File: src/rtl/jio_ctrl.sv
// I/O controller between the CU strobes / wired-OR bus and NDEV device channels.
// Holds the selected device, a TX FIFO and an RX holding register per channel, and a status word.
module jio_ctrl #(
  parameter int WIDTH = 8,
  parameter int NDEV  = 4,
  parameter int DEPTH = 4
) (
  input  logic                  CLK,
  input  logic                  reset_n,
  input  logic [WIDTH-1:0]      bus_in,
  input  logic                  io_s,
  input  logic                  io_e,
  input  logic                  io_da,
  input  logic                  io_io,
  output logic [WIDTH-1:0]      bus_out,
  output logic [NDEV*WIDTH-1:0] tx_data,
  output logic [NDEV-1:0]       tx_valid,
  input  logic [NDEV-1:0]       tx_ready,
  input  logic [NDEV*WIDTH-1:0] rx_data,
  input  logic [NDEV-1:0]       rx_valid,
  output logic [NDEV-1:0]       rx_ready
);

  localparam int PW = $clog2(DEPTH);
  localparam logic [PW:0] PTR_ONE = (PW+1)'(1);

  logic [WIDTH-1:0] dev_sel;
  logic             io_s_q, rd_data_q, rd_stat_q, ovf;
  logic [PW:0]      wr_ptr [NDEV];
  logic [PW:0]      rd_ptr [NDEV];
  logic [WIDTH-1:0] mem    [NDEV][DEPTH];
  logic [WIDTH-1:0] hold   [NDEV];
  logic [NDEV-1:0]  held, empty, full, sel_hit, push, pop;
  logic             cmd_edge, addr_cmd, data_cmd, data_done, stat_done, drop_full;

  assign cmd_edge  = io_s & ~io_s_q;
  assign addr_cmd  = cmd_edge & io_da & io_io;
  assign data_cmd  = cmd_edge & ~io_da & io_io;
  // Read completion is the falling edge of io_e, using the decode registered while it was high.
  assign data_done = rd_data_q & ~io_e;
  assign stat_done = rd_stat_q & ~io_e;
  assign drop_full = data_cmd & |(sel_hit & full);

  assign tx_valid = ~empty;
  assign rx_ready = ~held & {NDEV{reset_n}};

  always_comb begin
    empty   = '0;
    full    = '0;
    sel_hit = '0;
    push    = '0;
    pop     = '0;
    tx_data = '0;
    for (int unsigned k = 0; k < NDEV; k++) begin
      empty[k]   = (wr_ptr[k] == rd_ptr[k]);
      full[k]    = (wr_ptr[k][PW] != rd_ptr[k][PW]) && (wr_ptr[k][PW-1:0] == rd_ptr[k][PW-1:0]);
      sel_hit[k] = (dev_sel == WIDTH'(k));
      push[k]    = data_cmd & sel_hit[k] & ~full[k];
      pop[k]     = ~empty[k] & tx_ready[k];
      tx_data[k*WIDTH +: WIDTH] = mem[k][rd_ptr[k][PW-1:0]];
    end
  end

  always_comb begin
    bus_out = '0;
    if (reset_n && io_e && !io_io) begin
      // Null device: data reads 0, status reads "empty".
      if (io_da) bus_out = WIDTH'(4'b0010);
      for (int unsigned k = 0; k < NDEV; k++) begin
        if (sel_hit[k]) begin
          if (io_da) bus_out = WIDTH'({ovf, held[k], empty[k], full[k]});
          else       bus_out = held[k] ? hold[k] : '0;
        end
      end
    end
  end

  always_ff @(posedge CLK or negedge reset_n) begin
    if (!reset_n) begin
      dev_sel   <= '0;
      io_s_q    <= 1'b0;
      rd_data_q <= 1'b0;
      rd_stat_q <= 1'b0;
      ovf       <= 1'b0;
      held      <= '0;
      for (int unsigned k = 0; k < NDEV; k++) begin
        wr_ptr[k] <= '0;
        rd_ptr[k] <= '0;
        hold[k]   <= '0;
      end
    end else begin
      io_s_q    <= io_s;
      rd_data_q <= io_e & ~io_io & ~io_da;
      rd_stat_q <= io_e & ~io_io & io_da;
      if (addr_cmd)  dev_sel <= bus_in;
      if (stat_done) ovf <= 1'b0;
      if (drop_full) ovf <= 1'b1;
      for (int unsigned k = 0; k < NDEV; k++) begin
        if (push[k]) wr_ptr[k] <= wr_ptr[k] + PTR_ONE;
        if (pop[k])  rd_ptr[k] <= rd_ptr[k] + PTR_ONE;
        // A consuming read wins over a load; rx_ready is low in that cycle anyway.
        if (data_done && sel_hit[k] && held[k]) begin
          held[k] <= 1'b0;
        end else if (rx_valid[k] && !held[k]) begin
          held[k] <= 1'b1;
          hold[k] <= rx_data[k*WIDTH +: WIDTH];
        end
      end
    end
  end

  always_ff @(posedge CLK) begin
    for (int unsigned k = 0; k < NDEV; k++) begin
      if (push[k]) mem[k][wr_ptr[k][PW-1:0]] <= bus_in;
    end
  end

endmodule

File: config.mk
export PLATFORM = sky130hd
export DESIGN_NAME = jio_ctrl
export DESIGN_NICKNAME = d
export VERILOG_FILES = /design/src/rtl/jio_ctrl.sv
export SDC_FILE = /design/constraint.sdc
export NUM_CORES = 1
export LEC_CHECK = 0
export ABC_CLOCK_PERIOD_IN_PS = 4000
export CORE_MARGIN = 5
export CORE_UTILIZATION = 60
export CTS_CLUSTER_DIAMETER = 50
export DETAILED_ROUTE_END_ITERATION = 7
export MAX_ROUTING_LAYER = met4
export PLACE_DENSITY = 0.84
export SLEW_MARGIN = 5
export SYNTH_ARGS = -nofsm -noshare
export SYNTH_HDL_FRONTEND = slang
export SYNTH_SLANG_ARGS = --single-unit
File: constraint.sdc
create_clock -name CLK -period 4 [get_ports CLK]
set_input_delay 0.4 -clock CLK [delete_from_list [all_inputs] [get_ports CLK]]
set_output_delay 0.4 -clock CLK [all_outputs]
set_load 0.02 [all_outputs]
# ---- Word-level counts from Yosys, hierarchy flattened
# Memory sizes are Yosys's and may differ from the RTL's.
# Cells that the tools add are included.
dict set report totals {
  register_bits 72
  out_inout_bits 48
  memories 1
  ramBits 128
}
# name words word_bits read_ports rd_ports_with_merged_regs write_ports line
set mem_list {}
lappend mem_list {mem 4 32 4 0 1 31} ;# logic [WIDTH-1:0] mem [NDEV][DEPTH];
dict set report classes {
  reduce_logical 41
  n_addsub 8
  n_mux 61
  eq_ne 15
  bitwise_logic 51
  n_lt_le_gt_ge 12
}
# op n
set ops {}
lappend ops {{2-to-1 mux 32 bit} 10}
lappend ops {{2-to-1 mux 8 bit} 25}
lappend ops {{OR reduction 32 bit} 3}
lappend ops {{binary-select mux 8 bit (select 2 bit)} 4}
lappend ops {{demux 8 bit (select 2 bit)} 4}
lappend ops {{adder 3 x 1 -> 3 bit, second input constant} 8}
lappend ops {{>= comparator 3 bit, second input constant} 8}
lappend ops {{NOT 2 -> 3 bit} 8}
lappend ops {{AND 1 bit} 23}
lappend ops {{logical AND 1 bit} 22}
lappend ops {{== test 8 x 2 -> 1 bit, second input constant} 2}
lappend ops {{NOT 1 bit} 16}
lappend ops {{2-to-1 mux 1 bit} 14}
lappend ops {{== test 3 bit} 4}
lappend ops {{less-than comparator 3 x 1 -> 1 bit, second input constant} 4}
lappend ops {{nonzero test 2 bit} 5}
lappend ops {{AND 4 bit} 2}
lappend ops {{== test 2 bit} 4}
lappend ops {{== test 8 x 1 -> 1 bit, second input constant} 1}
lappend ops {{zero test 8 bit} 1}
lappend ops {{2-to-1 mux 2 bit} 4}
lappend ops {{NOT 4 bit} 2}
lappend ops {{AND reduction 2 bit} 4}
lappend ops {{zero test 1 bit} 5}
lappend ops {{2 further kinds} 5}

# ---- Logic depth before layout (Yosys ltp)
# Gate-level depths: netlist of the first run.
dict set report depth {
  word_depth 12
  ltp_mapped 6
  depth_no_buf 5
}

# ---- Worst setup path before layout of the first run
# OpenSTA, ideal clock, no wires.
dict set report synth_timing {
  path_kind {register to output}
  startpoint {register rd_ptr[9] in the netlist's numbering}
  endpoint {output port bus_out[0]}
  path_stages_with_launch 7
  slack_ns 1.201
  t_required_ns 3.600
  t_arrival_ns 2.399
  n_path_buf 1
  cell_sequence {dfrtp_1 -> clkbuf_1 -> xor2_1 -> nor3_1 -> a211oi_1 -> a311o_1 -> a211oi_1}
}
dict set report synth_via {
  elab_chain_cells 8
}
# item line
set synth_rtl {}
lappend synth_rtl {{from (decl)} 30} ;# logic [PW:0] rd_ptr [NDEV];
lappend synth_rtl {{from (signal, indexed assignment)} 100} ;# if (pop[k]) rd_ptr[k] <= rd_ptr[k] + PTR_ONE;
lappend synth_rtl {{== test 2 bit} 56} ;# full[k] = (wr_ptr[k][PW] != rd_ptr[k][PW]) && (wr_ptr[k][PW-1:0] == rd_ptr[k][PW-1:0]);
lappend synth_rtl {{logical AND 1 bit} 56}
lappend synth_rtl {{2-to-1 mux 8 bit} 71} ;# if (io_da) bus_out = WIDTH'({ovf, held[k], empty[k], full[k]});
lappend synth_rtl {{2-to-1 mux 8 bit (4 in series)} 70} ;# if (sel_hit[k]) begin
lappend synth_rtl {{2-to-1 mux 8 bit} 66} ;# if (reset_n && io_e && !io_io) begin
lappend synth_rtl {{to (decl)} 15} ;# output logic [WIDTH-1:0] bus_out,
# Every way passes these cells.

# ---- Worst setup path in the final report of the first run
dict set report layout_timing {
  startpoint {register rd_ptr[10] in the netlist's numbering}
  endpoint {output port bus_out[0]}
}
# Same word-level chain as after synthesis.

==> out/results.ini, run 1 <==
[yosys]
synth_fp_nets=590
synth-seq-cells=200
synth_ff_type=edfxtp_1
synth_top_area_share_pct=45.1
syn_avg_cell_area_sq_um=16.5
ys_top_cells_by_area=edfxtp_1 (45%), dfrtp_1 (21%), mux4_2 (8.5%), mux2_2 (5.8%), ha_1 (2.9%)
synthCells=516
synth_warnings=0
syn-cell-area_sq_um=8510
synth_top_cells_by_count=edfxtp_1 (128), dfrtp_1 (72), mux2_2 (44), mux4_2 (32), nand2_1 (25)
synth_top_cell_by_area=edfxtp_1
synth_cell_types=49
ys_async_sr_fraction_pct=36.0
synth_edf_count=128
seq_area_frac_synth_pct=66.3
synth.most_common_cell=edfxtp_1

[placement]
io_buffer_count=101
dp.cells=784
gp_congestion=0.916
hpwlAfterDp_mm=12.1

[worst_setup_path]
cp-endpoint=bus_out[0]
reg2reg_depth=4
required_ns=3.60
cp-startpoint=rd_ptr[10]
path_buf_inv=1
rr_startpoint=dev_sel[5]
crit_cells=6
path_max_fanout=11
r2r_setup_slack_ns=1.34
slowest_delay_ns=0.68
critPathSlowestCell=clkdlybuf4s50_1
r2r-end=mem[3][23]
crit_path_start_kind=flop
path_common_cell=a211oi_1
cpLargestDelayFamily=compound AO/OA/AOI/OAI gates
critPathKind=reg -> out
crit_chain=xor2_1, nor3_1, a211oi_1, a311o_1, a211oi_1, clkdlybuf4s50_1
cp.arrival_ns=3.27
end_kind=primary output

[clock_network]
clk_pin_slew_ns=0.07
clock_latency_ns=0.43
cts_tree=done
numCtsBuffers=17
clock-sinks=200
clockRootBuffer=clkbuf_16
cts_max_level=4
clk_path_buf_depth=2

[detailed_routing]
drc=0
antenna_violating_nets_post_route=0
drt-total-wl_mm=17.5
vias=4793
dr.pass1.iters=4
drtIter0Drc=345
viasPerCell=5.87
wire_per_inst_microns=21.4

[pwr]
peakVddDrop_mv=0.305
power_uw=6460
powerDensity_nw_per_um2=626
leakage_uw=0.00374

[die]
io_pins=102
design.die.area_sq_um=16700
initial_core_util_pct=61.3
core.rowCount=43
die_h_microns=129
die_w_microns=129
core_sq_um=13900

[timing]
finalCritPeriodShare_pct=91.8
setup_viol=0
finalHoldViolCount=0
worst_slew_pin_slew_ns=0.843
rsz0062_at_grt=false
fin_worst_skew_ns=0.00767
max-slew-margin-rel_pct=43.7
fin_setup_tns_ns=0
max_clock_freq_ghz=0.272
drv_slew=0
fin_crit_ns=3.67

[final_layout]
nFillCells=855
layout.nets=698
fin_cells=817
insertedDiodeCount=0
drive_above_1_share_pct=21.5
syn2layout_area_growth_pct=21.1

[global_routing]
grt_pass1_vias=5247
antenna_found_initial=0
grt_pass1_wl_mm=28.1
grt-ovfl-total=0
grt_max_degree=33
track_usage_pct=23.2

[flow_run]
drv_cap=0

[status]
status=finished, final reports clean

[min_path]
hold_path_class=in -> async

[cells by family after synthesis]
| family | Yosys count | share of synthesized area (%) |
|---|---|---|
| AOI/OAI and AO/OA | 46 | 3.59 |
| muxes | 80 | 14.8 |
| adders and majority gates | 20 | 2.94 |
| and+or+nand+nor | 109 | 7.60 |
| DFF | 200 | 66.3 |
| buffers and inverters | 33 | 1.59 |
| xor gates and xnor gates | 28 | 3.23 |
[placed cells by master (no fill, tap or decap), types with 5 or more instances in the layout]
master and n:
a21oi_1 15, and2_1 7, and2_2 6, buf_4 10
clkbuf_16 17, clkdlybuf4s50_1 100, clkinv_1 5, dfrtp_1 72
edfxtp_1 128, ha_1 20, inv_1 11, mux2_2 44
mux4_2 32, nand2_1 25, nand2b_1 6, nand3_1 6
nor2_1 15, nor2b_1 14, nor3_1 9, o21ai_0 9
xnor2_1 18, xor2_1 6
[repair_timing]
item	4_1_cts	5_1_grt
resized for setup	0	0
hold endpoints to repair	27	0
setup buffers	0	0
hold buffers	1	0
[final cells by class]
class	instances	area [sq um]	area share, %
inverter	11	41.3	0.400
sequential	200	5650	54.7
multi-input combinational	283	2730	26.5
clock inverter	15	158	1.53
clock buffer	17	425	4.12
tap	180	225	2.18
timing repair buffer	111	1090	10.5
[routing by layer]
| metal | global-route usage (%) | part of all wire (%) |
|---|---|---|
| met1 | 28.7 | 40 |
| met2 | 39.0 | 53 |
| met3 | 4.08 | 5.7 |
| met4 | 7.66 | 2.1 |
| met5 | - | 0 |
[power by group]
group / internal, uW / switching [uW] / leakage [uW]
clock: 972 / 704 / 0.000281
sequential: 2480 / 312 / 0.00199
combinational: 1070 / 913 / 0.00147
[through the flow]
stage	util, %	worst slack (ns)	instance area [sq um]	hold WS, ns
2_1_floorplan	-	1.20	8510	0.104
3_5_place_dp	70.0	0.812	9720	0.357
5_1_grt	74.3	0.181	10300	0.475
6_report	74.3	0.329	10300	0.440
4_1_cts	74.3	0.296	10300	0.441
3_3_place_gp	70.0	0.794	9720	0.349
[state kept, by name (all words and copies together), names as in the netlist]
register / count
rd_ptr: 12
dev_sel: 8
ovf: 1
hold: 32
io_s_q: 1
held: 4
rd_data_q: 1
mem: 128
rd_stat_q: 1
wr_ptr: 12
[worst min-delay path by stage]
| stage | from | end | slack (ns) | cells past startpoint |
|---|---|---|---|---|
| 2_1_floorplan | reset_n | dev_sel[0] | 0.10 | 0 |
| 3_3_place_gp | reset_n | hold[5] | 0.35 | 1 |
| 3_5_place_dp | reset_n | hold[5] | 0.36 | 1 |
| 4_1_cts | reset_n | hold[0] | 0.44 | 2 |
| 5_1_grt | reset_n | hold[5] | 0.47 | 2 |
| 6_report | reset_n | hold[5] | 0.44 | 2 |
No activity file was read; power rests on OpenSTA's default activity.
==> run 2: changes to the inputs <==
--- a/config.mk
+++ b/config.mk
@@ -12,6 +12,7 @@
 export DETAILED_ROUTE_END_ITERATION = 7
 export MAX_ROUTING_LAYER = met4
 export PLACE_DENSITY = 0.84
+export REMOVE_ABC_BUFFERS = 1
 export SLEW_MARGIN = 5
 export SYNTH_ARGS = -nofsm -noshare
 export SYNTH_HDL_FRONTEND = slang
==> constraint.sdc (replaced) <==
create_clock -name CLK -period 4 [get_ports CLK]
set_input_delay 0.4 -clock CLK [delete_from_list [all_inputs] [get_ports CLK]]
set_output_delay 0.4 -clock CLK [all_outputs]
set_load 0.1 [all_outputs]
==> run 2 against run 1 <==
  * Clock power shrank 5%
  * Sequential power grew 3%
  * Worst setup slack improved by 0.25 ns
  * Count of clock-buffer cells in the layout unchanged
  * Register-to-register slack lost 0.08 ns
  * Total power increased by 17%
  * Critical path depth shrank 2
==> out/results.ini, run 2 (same netlist as run 1, synthesis figures left out) <==
[detailed_routing]
vias=4821  ; +0.58%
antenna_violating_nets_post_route=0  ; unchanged
drc=0  ; unchanged
viasPerCell=5.94  ; +1.2%
dr.pass1.iters=5  ; +1
drt-total-wl_mm=18.6  ; +6.5%
wire_per_inst_microns=22.9  ; +7.1%
drtIter0Drc=487  ; +41%

[min_path]
whs_path_depth=1
hold_path_class=in -> reg

[worst_setup_path]
reg2reg_depth=4  ; unchanged
crit_cells=4  ; -2
critPathKind=reg -> out
crit_path_start_kind=flop
path_max_fanout=11  ; unchanged
path_buf_inv=2  ; +1
end_kind=primary output
required_ns=3.60  ; about the same
crit_chain=xor2_1, nor3b_1, inv_1, clkdlybuf4s50_1
slowest_delay_ns=1.00  ; +0.32 ns
cp.arrival_ns=3.02  ; -0.25 ns
critPathSlowestCell=clkdlybuf4s50_1
cpLargestDelayFamily=buffers and inverters

[timing]
fin_setup_tns_ns=0  ; unchanged
drv_slew=0  ; unchanged
worst_slew_pin_slew_ns=1.02  ; +0.181 ns
max-slew-margin-rel_pct=31.5  ; -12 points
fin_worst_skew_ns=0.00837  ; +0.000699 ns
fin_crit_ns=3.42  ; -0.248 ns
setup_viol=0  ; unchanged
finalCritPeriodShare_pct=85.6  ; -6.2 points
finalHoldViolCount=0  ; unchanged
max_clock_freq_ghz=0.292  ; +7.2%
worst_slack_ns=0.577  ; +0.248 ns
rsz0062_at_grt=false

[clock_network]
clk_path_buf_depth=2  ; unchanged
cts_tree=done
clk_pin_slew_ns=0.07  ; about the same
clock_latency_ns=0.43  ; about the same
clock-sinks=200  ; unchanged
cts_max_level=4  ; unchanged
post_cts_resized=0  ; unchanged
clockRootBuffer=clkbuf_16
numCtsBuffers=17  ; unchanged

[final_layout]
final_cell_mix=edfxtp_1 (128), clkdlybuf4s50_1 (87), dfrtp_1 (72)
insertedDiodeCount=0  ; unchanged
nFillCells=835  ; -2.3%
final_common_cell=edfxtp_1
largest_reg_flops=128  ; unchanged
syn2layout_area_growth_pct=19.9
layout.nets=693  ; -0.72%
drive_above_1_share_pct=23.7  ; +2.2 points
fin_util_pct=73.5  ; -0.78 points

[placement]
place_ws_ns=0.916  ; +0.104 ns
gp_congestion=0.834  ; -9.0%
hpwlAfterDp_mm=12.6  ; +4.4%
io_buffer_count=101  ; unchanged

[global_routing]
grt_max_degree=48  ; +45%
grt-ovfl-total=0  ; unchanged
track_usage_pct=24.4  ; +1.3 points
grt_pass1_vias=5113  ; -2.6%
grt_pass1_wl_mm=29.0  ; +3.1%
antenna_found_initial=0  ; unchanged

[pwr]
peakVddDrop_mv=0.387  ; +27%
powerDensity_nw_per_um2=738  ; +18%
leakage_uw=0.00371  ; -0.80%

[die]
core.rowCount=43  ; unchanged
die_h_microns=129  ; unchanged
design.die.area_sq_um=16700  ; unchanged
die_w_microns=129  ; unchanged
initial_core_util_pct=61.3  ; unchanged
io_pins=102  ; unchanged
core_sq_um=13900  ; unchanged

[flow_run]
drv_cap=0  ; unchanged

[status]
status=finished, final reports clean

## run 2: cell types whose count changed in the layout (fill, tap and decap cells not counted)
cell / previous run / this run
clkinvlp_4: 1 / 6
clkinvlp_2: 1 / 0
clkinv_1: 5 / 0
clkdlybuf4s50_1: 100 / 87
buf_4: 10 / 18
inv_8: 0 / 1
bufinv_16: 3 / 0
inv_6: 2 / 5
## run 2: final cells by class
type                    instances  area [sq um]  share of cell area, %
flip-flops and latches        200          5650                   55.3
multi-input cells             283          2730                   26.8
repair buffers                106          1020                   9.95
clock buffers                  17           425                   4.17
well taps                     180           225                   2.21
clock inverters                15           119                   1.16
inverters                      11          41.3                  0.405
## run 2: per-stage QoR
step	area, sq um	hold slack [ns]	std cells	total power [uW]
floorplan	8420	0.104	494	5190
global placement	9650	0.425	779	5890
detailed placement	9650	0.432	779	5970
CTS	10200	0.455	812	7570
global route	10200	0.463	812	7830
finish	10200	0.468	812	7530
## run 2: worst paths after layout
kind | start | end | slack, ns
setup / recovery | rd_ptr[6] | tx_valid[1] | 0.58
hold / removal | io_s | io_s_q | 0.47
setup reg to reg | dev_sel[5] | mem[0][29] | 1.26
hold reg to reg | rd_ptr[11] | rd_ptr[11] | 0.50
max in group asynchronous | reset_n | rd_ptr[7] | 2.64
min in group asynchronous | reset_n | hold[2] | 0.50
## run 2: layer usage
metal | wire, microns | track usage [%] | up-vias
met5 | 0 | - | -
met3 | 1240 | 5.36 | 21
met1 | 7280 | 30.6 | 2449
met4 | 235 | 6.36 | 0
li1 | - | - | 2147
met2 | 9840 | 40.9 | 204
## run 2: where the power goes
part / total, uW / leakage (uW) / internal, uW / switching, uW
registers: 2880 / 0.00199 / 2480 / 408
logic: 3050 / 0.00147 / 1030 / 2020
clock network: 1600 / 0.000251 / 807 / 788
total: 7530 / 0.00371 / 4320 / 3210
## run 2: what timing repair did
action / CTS / global route
buffers inserted: 0 / 0
setup endpoints to repair: 0 / 0
hold buffers: 1 / 0
hold endpoints to repair: 41 / 0
